## src/rtl/pw_bit_pkg.sv

```systemverilog
// Shared types and helpers for the pulse-width bit serializer.
package pw_bit_pkg;

  localparam int unsigned MaxCounterWidth = 64;

  typedef enum logic [1:0] {
    StIdle,
    StSend,
    StGap
  } state_e;

  // A zero-length cell would never terminate, so it is stretched to one cycle.
  function automatic logic [MaxCounterWidth-1:0] effective_period(
    input logic [MaxCounterWidth-1:0] p
  );
    return (p == '0) ? MaxCounterWidth'(1) : p;
  endfunction

endpackage

```

## src/rtl/pw_bit_timer.sv

```systemverilog
// One bit cell: high for D cycles of a P-cycle cell, with a pulse on its last cycle.
module pw_bit_timer
  import pw_bit_pkg::*;
#(
  parameter int unsigned COUNTER_WIDTH = 32
) (
  input  logic                     aclk,
  input  logic                     aresetn,
  input  logic                     start_i,
  input  logic                     bit_i,
  input  logic                     gap_i,
  input  logic [COUNTER_WIDTH-1:0] period_i,
  input  logic [COUNTER_WIDTH-1:0] duty_hi_i,
  input  logic [COUNTER_WIDTH-1:0] duty_lo_i,
  output logic                     level_o,
  output logic                     cell_done_o
);

  logic [COUNTER_WIDTH-1:0] count_q;
  logic [COUNTER_WIDTH-1:0] p_q;
  logic [COUNTER_WIDTH-1:0] d_q;
  logic                     active_q;
  logic                     level_q;
  logic [COUNTER_WIDTH-1:0] d_start;
  logic [COUNTER_WIDTH-1:0] count_inc;

  // A gap is just a cell whose duty is forced to zero.
  always_comb begin
    d_start   = gap_i ? '0 : (bit_i ? duty_hi_i : duty_lo_i);
    count_inc = count_q + COUNTER_WIDTH'(1);
  end

  assign cell_done_o = active_q && (count_q == p_q - COUNTER_WIDTH'(1));
  assign level_o     = level_q;

  // level_q is loaded with the value for the cycle about to start, so it stays registered.
  always_ff @(posedge aclk) begin
    if (!aresetn) begin
      count_q  <= '0;
      p_q      <= '0;
      d_q      <= '0;
      active_q <= 1'b0;
      level_q  <= 1'b0;
    end else if (start_i) begin
      active_q <= 1'b1;
      count_q  <= '0;
      p_q      <= COUNTER_WIDTH'(effective_period(MaxCounterWidth'(period_i)));
      d_q      <= d_start;
      level_q  <= (d_start != '0);
    end else if (cell_done_o) begin
      active_q <= 1'b0;
      count_q  <= '0;
      level_q  <= 1'b0;
    end else if (active_q) begin
      count_q  <= count_inc;
      level_q  <= (count_inc < d_q);
    end
  end

endmodule

```

## src/rtl/pw_bit_cell.sv

```systemverilog
// AXI4-Stream to pulse-width serializer: FSM, capture registers and lane/bit sequencing.
module pw_bit_cell
  import pw_bit_pkg::*;
#(
  parameter int unsigned COUNTER_WIDTH   = 32,
  parameter int unsigned AXIS_DATA_WIDTH = 8
) (
  input  logic                         aclk,
  input  logic                         aresetn,
  output logic                         txd,
  input  logic [AXIS_DATA_WIDTH-1:0]   s_axis_tdata,
  input  logic [AXIS_DATA_WIDTH/8-1:0] s_axis_tstrb,
  input  logic                         s_axis_tlast,
  input  logic                         s_axis_tvalid,
  output logic                         s_axis_tready,
  input  logic [COUNTER_WIDTH-1:0]     period,
  input  logic [COUNTER_WIDTH-1:0]     duty_hi,
  input  logic [COUNTER_WIDTH-1:0]     duty_lo
);

  localparam int unsigned NumLanes = AXIS_DATA_WIDTH / 8;
  localparam int unsigned IdxWidth = $clog2(AXIS_DATA_WIDTH) + 1;

  state_e                     state_q;
  logic                       tready_q;
  logic [AXIS_DATA_WIDTH-1:0] shift_q;
  logic [IdxWidth-1:0]        bits_left_q;
  logic                       last_q;
  logic [COUNTER_WIDTH-1:0]   period_q;
  logic [COUNTER_WIDTH-1:0]   duty_hi_q;
  logic [COUNTER_WIDTH-1:0]   duty_lo_q;

  logic                       handshake;
  logic [AXIS_DATA_WIDTH-1:0] packed_word;
  logic [IdxWidth-1:0]        packed_bits;
  int unsigned                lane_cnt;
  logic                       start;
  logic                       start_bit;
  logic                       start_gap;
  logic                       cell_done;
  logic                       level;
  logic [COUNTER_WIDTH-1:0]   t_period;
  logic [COUNTER_WIDTH-1:0]   t_duty_hi;
  logic [COUNTER_WIDTH-1:0]   t_duty_lo;

  assign handshake     = (state_q == StIdle) && tready_q && s_axis_tvalid;
  assign s_axis_tready = tready_q;
  assign txd           = level;

  // Squeeze enabled lanes together, highest lane first, left-aligned so bit W-1 goes out first.
  always_comb begin
    packed_word = '0;
    lane_cnt    = 0;
    for (int lane = NumLanes - 1; lane >= 0; lane--) begin
      if (s_axis_tstrb[lane]) begin
        packed_word = (packed_word << 8) | AXIS_DATA_WIDTH'(s_axis_tdata[8*lane +: 8]);
        lane_cnt    = lane_cnt + 1;
      end
    end
    packed_word = packed_word << (AXIS_DATA_WIDTH - 8 * lane_cnt);
    packed_bits = IdxWidth'(8 * lane_cnt);
  end

  // The first cell starts straight off the handshake, so timing comes from the live inputs then.
  always_comb begin
    start     = 1'b0;
    start_bit = 1'b0;
    start_gap = 1'b0;
    t_period  = period_q;
    t_duty_hi = duty_hi_q;
    t_duty_lo = duty_lo_q;
    if (handshake) begin
      t_period  = period;
      t_duty_hi = duty_hi;
      t_duty_lo = duty_lo;
      if (packed_bits != '0) begin
        start     = 1'b1;
        start_bit = packed_word[AXIS_DATA_WIDTH-1];
      end else if (s_axis_tlast) begin
        start     = 1'b1;
        start_gap = 1'b1;
      end
    end else if (state_q == StSend && cell_done) begin
      if (bits_left_q != '0) begin
        start     = 1'b1;
        start_bit = shift_q[AXIS_DATA_WIDTH-1];
      end else if (last_q) begin
        start     = 1'b1;
        start_gap = 1'b1;
      end
    end
  end

  always_ff @(posedge aclk) begin
    if (!aresetn) begin
      state_q     <= StIdle;
      tready_q    <= 1'b0;
      shift_q     <= '0;
      bits_left_q <= '0;
      last_q      <= 1'b0;
      period_q    <= '0;
      duty_hi_q   <= '0;
      duty_lo_q   <= '0;
    end else begin
      case (state_q)
        StIdle: begin
          if (handshake) begin
            tready_q    <= 1'b0;
            shift_q     <= packed_word << 1;
            bits_left_q <= (packed_bits == '0) ? '0 : packed_bits - IdxWidth'(1);
            last_q      <= s_axis_tlast;
            period_q    <= period;
            duty_hi_q   <= duty_hi;
            duty_lo_q   <= duty_lo;
            if (packed_bits != '0) begin
              state_q <= StSend;
            end else if (s_axis_tlast) begin
              state_q <= StGap;
            end
          end else begin
            tready_q <= 1'b1;
          end
        end
        StSend: begin
          if (cell_done) begin
            if (bits_left_q != '0) begin
              shift_q     <= shift_q << 1;
              bits_left_q <= bits_left_q - IdxWidth'(1);
            end else if (last_q) begin
              state_q <= StGap;
            end else begin
              state_q  <= StIdle;
              tready_q <= 1'b1;
            end
          end
        end
        StGap: begin
          if (cell_done) begin
            state_q  <= StIdle;
            tready_q <= 1'b1;
          end
        end
        default: begin
          state_q  <= StIdle;
          tready_q <= 1'b0;
        end
      endcase
    end
  end

  pw_bit_timer #(
    .COUNTER_WIDTH(COUNTER_WIDTH)
  ) u_timer (
    .aclk       (aclk),
    .aresetn    (aresetn),
    .start_i    (start),
    .bit_i      (start_bit),
    .gap_i      (start_gap),
    .period_i   (t_period),
    .duty_hi_i  (t_duty_hi),
    .duty_lo_i  (t_duty_lo),
    .level_o    (level),
    .cell_done_o(cell_done)
  );

endmodule

```

## config.mk

```make
export PLATFORM = sky130hd
export DESIGN_NAME = pw_bit_cell
export DESIGN_NICKNAME = d
export VERILOG_FILES = /design/src/rtl/pw_bit_pkg.sv /design/src/rtl/pw_bit_timer.sv /design/src/rtl/pw_bit_cell.sv
export SDC_FILE = /design/constraint.sdc
export NUM_CORES = 1
export LEC_CHECK = 0
export ABC_AREA = 1
export BUFFER_PORTS_ARGS = -buffer_cell sky130_fd_sc_hd__buf_2
export CORE_MARGIN = 2
export CORE_UTILIZATION = 40
export DETAILED_ROUTE_END_ITERATION = 8
export HOLD_SLACK_MARGIN = 0.05
export SLEW_MARGIN = 5
export SYNTH_ARGS = -nofsm -noshare
export SYNTH_HDL_FRONTEND = slang
export SYNTH_SLANG_ARGS = --single-unit
```

## constraint.sdc

```tcl
create_clock -name aclk -period 3.3 [get_ports aclk]
set_input_delay 0.33 -clock aclk [delete_from_list [all_inputs] [get_ports aclk]]
set_output_delay 0.33 -clock aclk [all_outputs]
set_load 0.03 [all_outputs]
```

## After elaboration in Yosys (flattened, before gate mapping)

Cells that the tools add are included.

| word-level totals | value |
|---|---|
| register bits after elaboration | 210 |
| input port bits | 109 |
| output and inout bits | 2 |
| logic and storage cells | 98 |

| operators by class | value |
|---|---|
| add/subtract/negate cells | 5 |
| magnitude comparators | 1 |
| eq/ne operators | 10 |
| shift-type cells | 1 |
| mux-type cells | 50 |
| bitwise logic cells | 1 |
| reduce and logical (&&, ||, !) cells | 17 |

Operator list:

| cell | count |
|---|---|
| $mux W32 | 6 |
| $add A32 B1 Y32 const B | 1 |
| $eq A32 B32 Y1 | 1 |
| $logic_not A32 Y1 | 1 |
| $lt A32 B32 Y1 | 1 |
| $mux W8 | 4 |
| $reduce_bool A32 Y1 | 1 |
| $shl A8 B32 Y8 | 1 |
| $sub A32 B1 Y32 const B | 1 |
| $sub A4 B32 Y32 const A | 1 |
| $mux W1 | 25 |
| $mux W4 | 4 |
| $pmux W8 S2 | 1 |
| $mux W2 | 7 |
| $ne A2 B2 Y1 const B | 5 |
| $pmux W4 S2 | 1 |
| $reduce_and A4 Y1 | 2 |
| $sub A4 B1 Y4 const B | 2 |
| $pmux W2 S3 | 1 |
| $reduce_and A5 Y1 | 1 |
| $logic_and A1 B1 Y1 | 4 |
| $logic_not A4 Y1 | 1 |
| $reduce_bool A2 Y1 | 2 |
| $reduce_bool A4 Y1 | 1 |
| 10 further kinds | 10 |

## Longest topological paths before layout

Gate-level depths: netlist (run 1).

| depth | value |
|---|---|
| word-level depth | 10 |
| mapped depth | 26 |
| depth with buffers taken out | 25 |

## Cells and area by module

A second synthesis (run 1) with hierarchy kept.

| second synthesis, totals | value |
|---|---|
| cells, all modules | 1,802 |
| area total of the unflattened synthesis | 12,057.8 sq um |

By module, submodules not included:

| module | instances | cells an instance | area each (sq um) | sequential area each (sq um) |
|---|---|---|---|---|
| pw_bit_timer | 1 | 1,136 | 7,225.7 | 1,961.9 |
| pw_bit_cell | 1 | 666 | 4,832.1 | 2,222.1 |

## Least setup slack after synthesis (run 1)

OpenSTA, ideal clock, no wires.

| path | value |
|---|---|
| kind | register -> register |
| from | register u_timer.count_q[0] |
| to | register u_timer.level_q (netlist: u_timer.level_o) |
| library setup time | 0.124 ns |
| data arrival time | 3.434 ns |
| data required time | 3.176 ns |
| path slack | -0.257 ns |
| stages on the path, launching flop included | 26 |
| buffers on the path | 0 |
| period minus slack after synthesis | 3.557 ns |
| cells stage by stage | dfxtp_1 > ha_1 > nand3_2 > nor2_2 > nand3_2 > nor3_4 > nand2_1 > nor2_2 > nand3_2 > nor3_4 > nand3_2 > nor2_2 > nand3_2 > nor2_1 > nand2_1 > nor3_2 > xor2_1 > inv_1 > ha_1 > nand4_1 > nor3_1 > nand2_1 > o31ai_1 > nand2_1 > nand2_1 > a21oi_1 |

| on the way | value |
|---|---|
| elaborated cells on any way between the ends | 18 |
| those cells by class | add/sub (1); order compare (1); eq/ne (1); mux (11); reduce/logical (4) |

RTL lines:

| item | line | text |
|---|---|---|
| start: declaration | pw_bit_timer.sv:19 | `logic [COUNTER_WIDTH-1:0] count_q;` |
| start signal: assignment | pw_bit_timer.sv:55 | `count_q <= count_inc;` |
| $add A32 B1 Y32 | pw_bit_timer.sv:30 | `count_inc = count_q + COUNTER_WIDTH'(1);` |
| named net u_timer.count_inc[30] | pw_bit_timer.sv:25 | `logic [COUNTER_WIDTH-1:0] count_inc;` |
| $lt A32 B32 Y1 | pw_bit_timer.sv:56 | `level_q <= (count_inc < d_q);` |
| $mux W1 | pw_bit_timer.sv:54 | `end else if (active_q) begin` |
| $mux W1 | pw_bit_timer.sv:50 | `end else if (cell_done_o) begin` |
| $mux W1 | pw_bit_timer.sv:44 | `end else if (start_i) begin` |
| end signal: assignment | pw_bit_timer.sv:49 | `level_q <= (d_start != '0);` |
| end signal: assignment | pw_bit_timer.sv:56 |  |
| end: declaration | pw_bit_timer.sv:23 | `logic level_q;` |

The timed path passes the listed nets, and every way through them passes these cells. The select of a mux whose other input is x is not followed.
A chain may end at the register's enable or synchronous reset.

## Worst setup path in the final report (run 1)

Ends and elaborated chain as after synthesis.

==> results of run 1 <==
-- registers in the layout (all words and copies together) (netlist names), 2 cells and up --
name,flops
state_q,2
u_timer.count_q,32
period_q,32
duty_hi_q,32
u_timer.p_q,32
bits_left_q,4
u_timer.d_q,32
duty_lo_q,32
shift_q,7
-- power by group --
| part | internal [W] | switching, W | leakage, nW | total, W |
|---|---|---|---|---|
| Sequential | 0.00301 | 0.000353 | 1.70 | 0.00337 |
| Clock | 0.00148 | 0.00106 | 0.360 | 0.00254 |
| Combinational | 0.00223 | 0.00340 | 4.78 | 0.00563 |
-- critical path, delay by kind of cell (launching register included) --
kind / cells / cell delay, ns
AOI/OAI and AO/OA: 2 / 0.25
DFF: 1 / 0.33
xor gates and xnor gates: 1 / 0.25
buffers and inverters: 1 / 0.11
and+or+nand+nor: 19 / 2.08
adders and majority gates: 2 / 0.48
-- cell usage after synthesis, types with 7 or more instances --
cell      instances
o21ai_0          87
a21oi_1         116
nor2_1          199
mux2i_1          95
nor2_2           24
clkbuf_1         36
nand3_1          90
nand4_1          17
nand3_2           7
buf_2            21
inv_1           125
ha_1             38
nand3b_1         10
dfxtp_1         209
nor3_1           13
buf_1             9
xor2_1           47
xnor2_1          12
a211oi_1         16
nand2_1         264
-- per-stage QoR --
step	area [µm²]	utilization	cells	total power [W]	TNS, ns
global route	13800	0.496	2079	0.0125	-0.669
finish	13800	0.496	2079	0.0115	-0.318
detailed placement	12900	0.466	2034	0.00900	-0.283
CTS	13700	0.494	2077	0.0116	-0.280
floorplan	11200	-	1506	0.00731	-0.219
global placement	12900	0.466	2034	0.00890	-0.214
-- cell families after synthesis --
logic type / after synthesis
buffers and inverters: 203
AND/OR/NAND/NOR: 655
XOR/XNOR: 61
AO/OA/AOI/OAI: 245
multiplexers: 95
flip-flops: 209
adder cells (fa/ha/maj): 38
-- worst paths after layout --
kind	start	to	slack (ns)	depth (start not counted)
worst min-delay path	duty_lo[15]	duty_lo_q[15]	0.07	3
worst max register to register	u_timer.count_q[0]	u_timer.level_o	-0.32	25
worst max-delay path	u_timer.count_q[0]	u_timer.level_o	-0.32	25
worst min register to register	shift_q[6]	shift_q[6]	0.46	2
-- per-layer routing --
layer	global-route usage	up-vias
li1	-	5317
met1	0.287	4743
met2	0.353	215
met3	0.0267	58
met4	0.0763	0
met5	0	-
-- final cells by class --
cell class	instances	area, µm²	share of cell area
multi-input cells	1094	6320	0.459
flip-flops and latches	209	4190	0.304
repair buffers	225	1530	0.111
clock buffers	32	661	0.0480
inverters	133	500	0.0364
well taps	378	473	0.0344
clock inverters	8	85.1	0.00619
-- what timing repair did --
| item | 4_1_cts | 5_1_grt |
|---|---|---|
| endpoints found under the setup margin | 1 | 10 |
| pin swaps | 1 | 3 |
| gates resized for setup | 2 | 9 |
| endpoints found under the hold margin | 2 | 0 |
| buffers inserted | 1 | 2 |
| hold buffers | 2 | 0 |
==> flow_summary.yaml, run 1 <==
routing:
  drtIter0Drc: 566
  routedWlPerCell_um: 15.0
  vias_per_cell: 4.97
  dr.pass1.iters: 5
  met2_length_mm: 14.1
  via_count: 10300
  drc: 0
  postRouteAntennaNets: 0
  wl_met1_mm: 14.8
  wl_mm: 31.2
  wl_met3_mm: 1.17
  highest_layer: "met4"
yosys:
  synthTopCellsByArea: "dfxtp_1 (37%), nand2_1 (8.8%), mux2i_1 (8.5%)"
  yosys.area_share.simple: 0.260
  syn_area_um2: 11200
  synth_top_family_by_area: "simple AND/OR/NAND/NOR gates"
  synth-seq-cells: 209
  synth_xor_area_frac: 0.0489
  synth_cell_types: 46
  yosys.area.top_type: "dfxtp_1"
  synth_compound_area_frac: 0.119
  synthAdderAreaFrac: 0.0423
  synth_nets: 1653
  ys_warn_count: 0
  synth_top_area_share: 0.372
  postSynthCellCount: 1506
  synth_flop_cell: "dfxtp_1"
  seq_area_frac_synth: 0.372
  synth_edf_count: 0
  syn_area_per_cell_um2: 7.46
  async_flop_share: 0
  muxShareOfSynthArea: 0.0846
worst_setup_path:
  cp.required_ns: 3.71
  cp_max_fo: 2
  arrival_ns: 4.03
  start_kind: "register"
  slowest_stage: "dfxtp_2"
  endpoint_kind: "register"
  cpMostUsedCell: "nand2_1"
  critPathKind: "reg -> reg"
  critPathMaxStageDelay_ns: 0.33
finish:
  drive_above_1_share: 0.196
  nFillCells: 2760
  diodes: 0
  layout_common_cells: "nand2_1 (263), dfxtp_1 (207), nor2_1 (197), inv_1 (124), a21oi_1 (116)"
  layout_commonest_cell: "nand2_1"
  layout.nets: 1834
  syn2layout_area_growth_pct: 22.4
place:
  dp_slack_ns: -0.283
  dp_hpwl_mm: 23.5
  io_buffers: 110
  gp_congestion: 0.921
floorplanning:
  initial_core_util: 0.406
  chipHeight_um: 172
  fp.dieArea_um2: 29500
  rows: 61
  die-width_um: 172
  ios: 111
  core_um2: 27700
sta:
  max_slew_margin: 0.555
  rsz0062_at_grt: "true"
  tightest_slew_ns: 0.665
  fin_crit_sh: 1.10
  finClkSkew_ns: 0.0115
  fmax_mhz: 276
  hold_viol_final: 0
  slew_violations: 0
  layout_min_cycle_time_ns: 3.62
  setup_ws_ns: -0.318
  hold_ws_ns: 0.0684
  setup_violations: 1
clock_tree:
  cts_buffers: 24
  clk_latency_ns: 0.53
  cts_max_level: 1
  clkTransAtPathRegs_ns: 0.06
  cts.sinks: 209
  cts_max_path_buffers: 3
  cts_tree: "done"
  clockRootBuffer: "clkbuf_16"
power:
  pwr_density_cell_nw_per_um2: 839
  power.leakage_nw: 6.85
  peakVddDrop_mv: 0.395
run_status:
  status: "finished with violations"
  violations: "setup timing"
global_routing:
  grt_pass1_vias: 10000
  antenna_found_initial: 0
  overflow: 0
  grt_pass1_wl_mm: 50.6
  grt_max_degree: 87
  gr-usage-all-layers: 0.214
min_path:
  min-delay-path-class: "in -> reg"
job:
  drv_cap: 0
No activity file was read; power rests on OpenSTA's default activity.
==> run 2, diff against run 1 <==
Settings changed: CTS_CLUSTER_SIZE set to 10, GPL_ROUTABILITY_DRIVEN set to 0, RECOVER_POWER set to 100.
==> run 2 against run 1 <==
The flow still finishes with violations (setup timing). Combinational power barely moved. Routed wire length rose by 0.97%. Clock power rose by 6%.
==> flow_summary.yaml, run 2 (synthesis gave the netlist of run 1 again) <==
run_status:
  status: "finished with violations"
  violations: "setup timing"
power:
  switching_power_w: 0.00479
  pwr_density_cell_nw_per_um2: 840
  comb_power_share: 0.483
  peakVddDrop_mv: 0.443
  power.internal_w: 0.00693
  seqPwrFrac: 0.287
  power.share.clock: 0.230
  swShare: 0.409
  power.leakage_nw: 6.93
finish:
  layout.nets: 1851
  seq_area_um2: 4190
  layout_common_cells: "nand2_1 (264), dfxtp_1 (207), nor2_1 (197), inv_1 (124), a21oi_1 (115)"
  diodes: 0
  nFillCells: 2717
  drive_above_1_share: 0.194
  layout_commonest_cell: "nand2_1"
  fin_util: 0.503
  instances_no_fill: 2091
  multi_input_area_um2: 6310
  syn2layout_area_growth_pct: 24.1
routing:
  vias_per_cell: 4.98
  postRouteAntennaNets: 0
  drc: 0
  wl_met1_mm: 14.5
  dr.pass1.iters: 7
  wl_mm: 31.5
  via_count: 10400
  met2_length_mm: 14.8
  drtIter0Drc: 764
  highest_layer: "met4"
  routedWlPerCell_um: 15.0
  wl_met3_mm: 1.35
clock_tree:
  clkTransAtPathRegs_ns: 0.06
  cts_tree: "done"
  cts_max_path_buffers: 3
  cts_buffers: 26
  clk_latency_ns: 0.53
  cts_max_level: 1
  cts.sinks: 209
  clockRootBuffer: "clkbuf_16"
worst_setup_path:
  cp.required_ns: 3.72
  arrival_ns: 4.01
  cpMostUsedCell: "nand2_1"
  critPathBufInv: 4
  cp_cell_sequence: "buf_4 > inv_1 > nor3_2 > inv_1 > nor2_2 > nand4_1 > nor2_1 > nand2_1 > nor2_2 > nand3_2 > nor2_4 > nand3_2 > nor2_2 > nand4_1 > xor2_1 > inv_1 > ha_1 > nand4_1 > nor3_2 > nand2_1 > o31ai_1 > nand2_1 > nand2_1 > a21oi_1"
  reg2reg_to: "u_timer.level_o"
  start_kind: "register"
  reg2reg_from: "u_timer.count_q[0]"
  rr_worst_depth: 24
  reg2reg_slack_ns: -0.30
  cp_top_family: "simple AND/OR/NAND/NOR gates"
  slowest_stage: "dfxtp_2"
  critPathKind: "reg -> reg"
  cp_max_fo: 5
  endpoint_kind: "register"
  critPathMaxStageDelay_ns: 0.35
sta:
  fmax_mhz: 278
  layout_min_cycle_time_ns: 3.60
  slew_violations: 0
  tightest_slew_ns: 0.746
  setup_tns_ns: -0.546
  max_slew_margin: 0.502
  setup_violations: 8
  setup_ws_ns: -0.297
  hold_ws_ns: 0.0571
  hold_viol_final: 0
  finClkSkew_ns: 0.00700
  rsz0062_at_grt: "true"
  fin_crit_sh: 1.09
floorplanning:
  core_um2: 27700
  chipHeight_um: 172
  ios: 111
  rows: 61
  die-width_um: 172
  initial_core_util: 0.406
  fp.dieArea_um2: 29500
min_path:
  hold_path_end: "shift_q[7]"
  holdCritStartpoint: "s_axis_tdata[6]"
  min-delay-path-class: "in -> reg"
  hold_depth: 3
global_routing:
  gr-usage-all-layers: 0.209
  grt_max_degree: 77
  grt_pass1_vias: 9935
  antenna_found_initial: 0
  overflow: 0
  grt_pass1_wl_mm: 49.5
place:
  dp_hpwl_mm: 23.2
  dp_slack_ns: -0.265
  placedCellCount: 2036
  io_buffers: 110
job:
  drv_cap: 0
==> run 2: repair_timing <==
item,CTS,global route
hold buffers,10,0
gates cloned,0,2
setup endpoints to repair,1,45
gates resized for setup,5,13
hold endpoints to repair,10,0
buffers inserted,1,5
pin swaps,1,8
==> run 2: power groups by stage <==
stage	combinational (W)	sequential [W]	clock [W]
6_report	0.00566	0.00336	0.00270
5_1_grt	0.00638	0.00340	0.00283
4_1_cts	0.00558	0.00335	0.00275
3_5_place_dp	0.00553	0.00340	0
3_3_place_gp	0.00547	0.00338	0
2_1_floorplan	0.00401	0.00330	0
==> run 2: worst max path at each step <==
| stage | from | to | slack (ns) | cells past startpoint |
|---|---|---|---|---|
| 2_1_floorplan | u_timer.count_q[0] | u_timer.level_o | -0.22 | 25 |
| 3_3_place_gp | u_timer.count_q[0] | u_timer.level_o | -0.19 | 25 |
| 3_5_place_dp | u_timer.count_q[1] | u_timer.level_o | -0.26 | 25 |
| 4_1_cts | u_timer.count_q[0] | u_timer.level_o | -0.20 | 24 |
| 5_1_grt | u_timer.count_q[0] | u_timer.level_o | -0.65 | 24 |
| 6_report | u_timer.count_q[0] | u_timer.level_o | -0.30 | 24 |
==> run 2: per-stage QoR <==
step                      power, W  cell area, µm²
after floorplan            0.00731           11200
after detailed placement   0.00893           12900
after global routing        0.0126           13900
after CTS                   0.0117           13800
final                       0.0117           13900
after global placement     0.00885           12900
==> run 2: metal layers <==
metal	track usage	vias up
met2	0.365	223
met3	0.0251	58
met1	0.271	4789
li1	-	5349
met5	0	-
met4	0.0586	0
==> run 2: area by class of cell <==
class                           count  area share
Multi-Input combinational cell   1094       0.452
Sequential cell                   209       0.300
Timing Repair Buffer              240       0.121
Clock buffer                       33      0.0507
Inverter                          133      0.0359
Tap cell                          378      0.0339
Clock inverter                      4     0.00583
==> run 2: worst register-to-register path: cells and delay by family, from the launching register on <==
| family | cells | cell delay [ns] |
|---|---|---|
| AOI/OAI and AO/OA | 2 | 0.30 |
| xor gates and xnor gates | 1 | 0.22 |
| and+or+nand+nor | 16 | 1.96 |
| adders and majority gates | 1 | 0.33 |
| buffers and inverters | 4 | 0.34 |
| DFF | 1 | 0.35 |
